<file path="src/rtl/mem_port_arbiter.sv">
// Round-robin arbiter that shares one main-memory block port between the
// instruction cache (read-only) and the data cache (read/write). Each cache
// sees the same busywait handshake it would get from a private memory.
module mem_port_arbiter #(
  parameter int AW = 6,
  parameter int BW = 128
) (
  input  logic          clk,
  input  logic          reset,
  input  logic          i_mem_read,
  input  logic [AW-1:0] i_mem_address,
  output logic [BW-1:0] i_mem_readdata,
  output logic          i_mem_busywait,
  input  logic          d_mem_read,
  input  logic          d_mem_write,
  input  logic [AW-1:0] d_mem_address,
  input  logic [BW-1:0] d_mem_writedata,
  output logic [BW-1:0] d_mem_readdata,
  output logic          d_mem_busywait,
  output logic          mem_read,
  output logic          mem_write,
  output logic [AW-1:0] mem_address,
  output logic [BW-1:0] mem_writedata,
  input  logic [BW-1:0] mem_readdata,
  input  logic          mem_busywait
);

  typedef enum logic [1:0] {
    IDLE    = 2'd0,
    GRANT_I = 2'd1,
    GRANT_D = 2'd2
  } state_t;

  localparam logic SRC_I = 1'b0;
  localparam logic SRC_D = 1'b1;

  state_t state;
  state_t next_state;
  logic   seen_busy;
  logic   last_grant;
  logic   req_i;
  logic   req_d;
  logic   done;

  assign req_i = i_mem_read;
  assign req_d = d_mem_read | d_mem_write;

  // Completion only counts once memory has been observed busy in this grant.
  assign done = seen_busy & ~mem_busywait;

  // Read data is shared; each cache only captures on its own completion.
  assign i_mem_readdata = mem_readdata;
  assign d_mem_readdata = mem_readdata;

  // State register; reset drops any grant immediately.
  always_ff @(posedge clk or negedge reset) begin
    if (!reset) begin
      state <= IDLE;
    end else begin
      state <= next_state;
    end
  end

  // Track memory-busy history per grant and remember who was served last.
  always_ff @(posedge clk or negedge reset) begin
    if (!reset) begin
      seen_busy  <= 1'b0;
      last_grant <= SRC_I;
    end else if (state == IDLE) begin
      seen_busy <= 1'b0;
      if (next_state == GRANT_I) begin
        last_grant <= SRC_I;
      end else if (next_state == GRANT_D) begin
        last_grant <= SRC_D;
      end
    end else if (next_state == IDLE) begin
      seen_busy <= 1'b0;
    end else if (mem_busywait) begin
      seen_busy <= 1'b1;
    end
  end

  // Arbitration, memory command steering and per-cache stall generation.
  always_comb begin
    next_state     = state;
    mem_read       = 1'b0;
    mem_write      = 1'b0;
    mem_address    = '0;
    mem_writedata  = '0;
    i_mem_busywait = req_i;
    d_mem_busywait = req_d;
    case (state)
      IDLE: begin
        if (req_i && req_d) begin
          next_state = (last_grant == SRC_I) ? GRANT_D : GRANT_I;
        end else if (req_i) begin
          next_state = GRANT_I;
        end else if (req_d) begin
          next_state = GRANT_D;
        end
      end
      GRANT_I: begin
        mem_read       = i_mem_read;
        mem_address    = i_mem_address;
        i_mem_busywait = ~done;
        if (done || (!req_i && !seen_busy)) begin
          next_state = IDLE;
        end
      end
      GRANT_D: begin
        mem_write      = d_mem_write;
        mem_read       = d_mem_read & ~d_mem_write;
        mem_address    = d_mem_address;
        mem_writedata  = d_mem_writedata;
        d_mem_busywait = ~done;
        if (done || (!req_d && !seen_busy)) begin
          next_state = IDLE;
        end
      end
      default: begin
        next_state = IDLE;
      end
    endcase
  end

endmodule

</file>
<file path="config.mk">
export PLATFORM = sky130hd
export DESIGN_NAME = mem_port_arbiter
export DESIGN_NICKNAME = d
export VERILOG_FILES = /design/src/rtl/mem_port_arbiter.sv
export SDC_FILE = /design/constraint.sdc
export NUM_CORES = 1
export LEC_CHECK = 0
export BUFFER_PORTS_ARGS = -buffer_cell sky130_fd_sc_hd__buf_2
export CAP_MARGIN = 20
export CORE_AREA = 2 2 261 263
export DETAILED_ROUTE_END_ITERATION = 8
export DIE_AREA = 0 0 263 265
export RECOVER_POWER = 50
export SETUP_SLACK_MARGIN = 0.4
export SLEW_MARGIN = 25
export SYNTH_ARGS = -nofsm -noshare
export SYNTH_HDL_FRONTEND = slang
export SYNTH_SLANG_ARGS = --single-unit
</file>
<file path="constraint.sdc">
create_clock -name clk -period 4.1 [get_ports clk]
set_input_delay 1.025 -clock clk [delete_from_list [all_inputs] [get_ports clk]]
set_output_delay 1.025 -clock clk [all_outputs]
set_load 0.05 [all_outputs]
</file>
==> qor.yml, run 1 <==
status: "finished, final reports clean"
layout-drive-gt1-share_pct: 61.5
grt_first_pass_wirelength_mm: 29.6
ys.flop_type: "dfrtp_1"
worstSetupStartpointType: "flip-flop"
power.density_nw_per_um2: 689
fin_setup_tns_ns: 0
synthDistinctLibCells: 21
cts-root-buf: "clkbuf_16"
cts-buffers-inserted: 3
nNetsFinal: 752
drc: 0
end_kind: "output pin"
r2r_cells: 9
fill_cells: 7969
path_max_fanout: 55
final.setup_skew_ns: 0.00201
ys_ff_latch: 4
dp_hpwl_mm: 22.3
yosysTopAreaCell: "buf_4"
cts_resized: 0
max_stage_delay_ns: 0.61
fin_ws_ns: 0.763
core-area_um2: 66800
wl_mm: 24.6
place_congestion: 0.680
rsz0062_at_grt: "false"
synth_edf_count: 0
report.final.setup_viol: 0
min_to: "last_grant"
htree_levels: 1
die_area_um2: 69700
crit_path_top_delay_cell: "ha_4"
start_util_pct: 4.83
multi_input_area_um2: 1140
grt_antenna_before_repair: 50
syn_area_um2: 3230
syn_avg_cell_area_um2: 7.13
min_period_over_period_pct: 81.4
min_path_type: "reg2reg"
first_pass_iters: 3
ctsHoldBuffers: 0
routedWlPerCell_um: 18.1
clk_path_buf_depth: 2
maxSlewViolCount: 0
worstHoldStart: "last_grant"
irDropWorstVdd_mv: 0.194
yosys_warnings: 0
yosys-top-cells-area: "buf_4, and2_1, dfrtp_1"
dp_slack_ns: 0.872
vias: 2963
cp.required_ns: 3.07
gr-usage-all-layers_pct: 6.60
clk_latency_ns: 0.22
r2r_slack_ns: 1.36
yosysTopAreaCellShare_pct: 59.5
ant_nets: 0
postSynthCellCount: 453
fin_area_um2: 3910
vias_per_cell: 2.19
clock.fmax_mhz: 300
finalHoldViolCount: 0
die_w_um: 263
grt-ovfl-total: 0
drtIter0Drc: 113
relSlewSlack_pct: 54.1
maxCapViolCount: 0
cts_tree: "yes"
syn-num-nets: 733
io_pins: 668
path_class: "reg2out"
area_growth_pct: 21.0
die_h_um: 265
tightestPinTransition_ns: 0.688
seq_area_um2: 100
port_buffers: 283
grt_pass1_vias: 2876
cp_cell_sequence: "inv_1 > ha_4 > buf_4 > and2_1 > buf_2"
rr_endpoint: "last_grant"
postCtsSetupRepairBufs: 0
hold_depth: 2
power.total_uw: 2690
cts_sinks: 4
placed_area_um2: 3800
clk_pin_slew_ns: 0.03
cellLeakagePower_uw: 0.00187
synth-seq-area-share_pct: 3.10
cp.arrival_ns: 2.31
synthArstFlopShare_pct: 100
fp-row-count: 95
rr_startpoint: "state[0]"
grt_max_degree: 56
min_period_ns: 3.34
## worst max-delay path by stage
stage,startpoint,to,slack [ns],cells past startpoint
CTS,state[0],mem_writedata[53],0.62,5
detailed placement,state[0],mem_writedata[53],0.87,5
floorplan,d_mem_write,mem_read,0.76,2
finish,state[0],mem_writedata[53],0.76,5
global placement,state[0],mem_writedata[53],0.92,5
global route,state[0],mem_writedata[53],0.54,5
## metal layers
layer  track usage, %  part of all wire [%]  wire length (µm)
met5                0                   1.1               262
met4             5.08                   7.7              1890
met3             6.19                    23              5550
met2             9.83                    41              9980
met1             5.41                    28              6900
## critical path, delay by kind of cell, from the launching register on
kind | cells | cell delay (ns)
buf+inv | 3 | 0.80
simple gates | 1 | 0.26
flops | 1 | 0.40
fa+ha+maj | 1 | 0.61
## stage by stage
| stage | cells | util, % | hold slack, ns |
|---|---|---|---|
| after floorplan | 453 | - | 0.443 |
| after global placement | 1340 | 5.69 | 0.467 |
| after detailed placement | 1340 | 5.69 | 0.498 |
| after CTS | 1343 | 5.81 | 0.515 |
| after global routing | 1348 | 5.82 | 0.531 |
| final | 1355 | 5.85 | 0.502 |
## cell type report
| cell class | instances | share of cell area [%] |
|---|---|---|
| flip-flops and latches | 4 | 2.56 |
| diodes | 12 | 0.768 |
| well taps | 873 | 28.0 |
| repair buffers | 286 | 37.1 |
| inverters | 4 | 0.384 |
| clock buffers | 3 | 1.92 |
| multi-input cells | 173 | 29.3 |
## power breakdown
part	internal, µW	total [µW]	switching, µW
logic	585	2460	1880
clock network	125	152	27.2
registers	59.1	78.3	19.2
total	769	2690	1920
## flip-flops by register name, indices dropped and copies added, names as in the netlist
signal / cells
seen_busy: 1
state: 2
last_grant: 1
## synthesized netlist by cell type, types with 2 or more instances
cell type and instances:
and2_1 129, dfrtp_1 4, nand2b_1 2, nor3_1 4, a21oi_1 2, buf_4 256
o32a_1 3, o32ai_1 2, clkbuf_1 16, inv_1 4, nor2_1 3, a22oi_1 7
nand2_1 2, ha_1 6, nor2b_1 7
## logic make-up (layout without fill, tap and decap cells)
group                    Yosys count  in the layout  share of synthesized area [%]
buffers and inverters            276            293                           61.8
AND/OR/NAND/NOR                  148            148                           28.2
AO/OA/AOI/OAI                     18             18                           4.26
adder cells (fa/ha/maj)            6              6                           2.32
flip-flops                         4              4                           3.10
multiplexers                       1              1                          0.310
other                              0             12                              0
## layout by cell type, fill, tap and decap left out, types with 2 or more instances in the layout
master,instances
buf_2,282
nand2_1,2
clkbuf_16,3
nor3_1,4
a21oi_1,2
nor2_1,3
o32a_1,3
nand2b_1,2
a22oi_1,7
diode_2,12
inv_1,4
nor2b_1,7
ha_1,5
and2_1,129
buf_4,2
o32ai_1,2
dfrtp_1,4
(Power assumes the default switching activity.)
==> run 2, diff against run 1 <==
Settings changed: ABC_AREA set to 1, CORE_AREA 2 2 261 263 to 2 2 263 265, DIE_AREA 0 0 263 265 to 0 0 265 267.
Clock period 4.1 ns to 3.45 ns, I/O delays scaled along.
==> qor.yml, run 2 <==
status: "finished, final reports clean"  # unchanged
place_congestion: 0.815  # was 0.680
relSlewSlack_pct: 63.0  # was 54.1%
routedWlPerCell_um: 15.9  # was 18.1 µm
path_max_fanout: 11  # was 55
dp_hpwl_mm: 21.5  # was 22.3 mm
path_class: "reg2out"  # unchanged
drc: 0  # unchanged
gr-usage-all-layers_pct: 6.23  # was 6.60%
synth-seq-area-share_pct: 2.88  # was 3.10%
grt_pass1_vias: 3116  # was 2876
die_area_um2: 70800  # was 69700 µm²
ant_nets: 0  # unchanged
yosys_warnings: 0  # unchanged
cellLeakagePower_uw: 0.00290  # was 0.00187 µW
start_util_pct: 5.11  # was 4.83%
cp.required_ns: 2.59  # was 3.07 ns
clock.fmax_mhz: 358
cts_resized: 0  # unchanged
top_regs: "state x2, last_grant x1, seen_busy x1"  # unchanged
vias_per_cell: 2.30  # was 2.19
synthDistinctLibCells: 14  # was 21
worstSetupStartpointType: "flip-flop"  # unchanged
io_pins: 668  # unchanged
largest_reg_flops: 2  # unchanged
finalHoldViolCount: 0  # unchanged
r2r_slack_ns: 1.36  # about the same
min_path_type: "in2async"  # was reg2reg
first_pass_iters: 4  # was 3
grt_first_pass_wirelength_mm: 28.6  # was 29.6 mm
syn-num-nets: 880  # was 733
grt_max_degree: 67  # was 56
max_flop_register: "state"  # unchanged
yosysTopAreaCell: "buf_4"  # unchanged
nNetsFinal: 900  # was 752
grt_antenna_before_repair: 31  # was 50
grt-ovfl-total: 0  # unchanged
layout-drive-gt1-share_pct: 46.9  # was 61.5%
htree_levels: 1  # unchanged
cts_sinks: 4  # unchanged
core-area_um2: 68000  # was 66800 µm²
irDropWorstVdd_mv: 0.547  # was 0.194 mV
min_period_over_period_pct: 81.0
cts-root-buf: "clkbuf_16"  # unchanged
clk_latency_ns: 0.23  # was 0.22 ns
wl_mm: 23.9  # was 24.6 mm
syn_avg_cell_area_um2: 5.79  # was 7.13 µm²
cp_cell_sequence: "inv_1 > ha_1 > nand2_1 > a21oi_1 > buf_2"  # was inv_1 > ha_4 > buf_4 > and2_1 > buf_2
synth_edf_count: 0  # unchanged
fin_ws_ns: 0.654  # was 0.763 ns
rsz0062_at_grt: "false"  # unchanged
final_core_util_pct: 6.00  # was 5.85%
synthArstFlopShare_pct: 100  # unchanged
yosys-top-cells-count: "buf_4, nand2_1, inv_1"  # was buf_4, and2_1, clkbuf_1
yosys-top-cells-area: "buf_4, nand2_1, inv_1"  # was buf_4, and2_1, dfrtp_1
fin_setup_tns_ns: 0  # unchanged
fill_cells: 8135  # was 7969
drtIter0Drc: 76  # was 113
clk_pin_slew_ns: 0.03  # about the same
final_common_cell: "buf_2"  # unchanged
area_growth_pct: 17.3  # was 21.0%
min_period_ns: 2.80
yosysTopAreaCellShare_pct: 56.2  # was 59.5%
hold_ws_ns: 0.473  # was 0.502 ns
cts-buffers-inserted: 3  # unchanged
cp.arrival_ns: 1.93  # was 2.31 ns
postSynthCellCount: 600  # was 453
port_buffers: 283  # unchanged
yosysMostFrequentCell: "buf_4"  # unchanged
ys.flop_type: "dfrtp_1"  # unchanged
max_stage_delay_ns: 0.51  # was 0.61 ns
end_kind: "output pin"  # unchanged
maxSlewViolCount: 0  # unchanged
die_w_um: 265  # was 263 µm
maxCapViolCount: 0  # unchanged
fin_area_um2: 4080  # was 3910 µm²
ys_ff_latch: 4  # unchanged
cts_tree: "yes"  # unchanged
power.density_nw_per_um2: 765  # was 689 nW/µm²
crit_path_top_delay_cell: "ha_1"  # was ha_4
report.final.setup_viol: 0  # unchanged
tightestPinTransition_ns: 0.556  # was 0.688 ns
clk_path_buf_depth: 2  # unchanged
final_cell_mix: "buf_2, nand2_1, inv_1"  # was buf_2, and2_1, nor2b_1, a22oi_1, ha_1
final.setup_skew_ns: 0.00251  # was 0.00201 ns
vias: 3448  # was 2963
die_h_um: 267  # was 265 µm
placed_area_um2: 3970  # was 3800 µm²
fp-row-count: 96  # was 95
dp_slack_ns: 0.741  # was 0.872 ns
syn_area_um2: 3480  # was 3230 µm²
[run 2: cell count changes after synthesis, sizes merged, moves of 4 or more]
cell / delta
and2: -129
inv: +135
nor3: -4
clkbuf: -16
nand3: +4
a21oi: +7
nand2: +154
a22oi: -7
buf: +16
nor2b: -7
[run 2: report_power, final]
part	total, µW	leakage, µW	switching [µW]	internal [µW]
clock network	183	0.0000370	34.8	148
registers	89.3	0.0000487	23.4	65.9
logic	2850	0.00281	2260	587
total	3120	0.00290	2320	802
[run 2: path summary, 6_finish.rpt]
path                       startpoint              to  depth (start not counted)
min in group clk           last_grant      last_grant                          2
max in group asynchronous       reset        state[1]                          1
max reg2reg                  state[1]      last_grant                          9
min reg2reg                last_grant      last_grant                          2
min                             reset       seen_busy                          1
max                          state[1]  mem_address[4]                          5
[run 2: cell families after synthesis]
| group | count (synthesis) | synth area share (%) |
|---|---|---|
| buf+inv | 411 | 74.7 |
| simple gates | 166 | 18.3 |
| compound gates | 13 | 1.94 |
| flops | 4 | 2.88 |
| fa+ha+maj | 6 | 2.16 |
[run 2: metrics by stage]
stage	std cells	total power (µW)
floorplan	600	3080
CTS	1498	3130
global route	1501	3310
detailed placement	1495	2930
global placement	1495	2920
finish	1501	3120
[run 2: worst max-delay path, delay by kind of cell (launching register included)]
family | cells | cell delay, ns
fa+ha+maj | 1 | 0.51
flops | 1 | 0.45
buf+inv | 2 | 0.41
simple gates | 1 | 0.18
compound gates | 1 | 0.16
[run 2: final cells by class]
cell class                      instances  area (µm²)  area share [%]
Sequential cell                         4         100            2.45
Clock buffer                            3        75.1            1.84
Multi-Input combinational cell        185         792            19.4
Antenna cell                            1        2.50          0.0614
Tap cell                              882        1100            27.1
Inverter                              139         522            12.8
Timing Repair Buffer                  287        1480            36.4
[run 2: timing repair]
action                                  4_1_cts  5_1_grt
setup buffers                                 0        2
hold buffers                                  0        0
endpoints found under the setup margin        0        1
[run 2: metal layers]
metal  wire, µm  part of all wire [%]  GRT usage, %
met1       8600                    36          6.36
met2       8220                    34          8.02
met3       5700                    24          6.47
met4       1110                   4.7          2.81
met5        295                   1.2         0.970
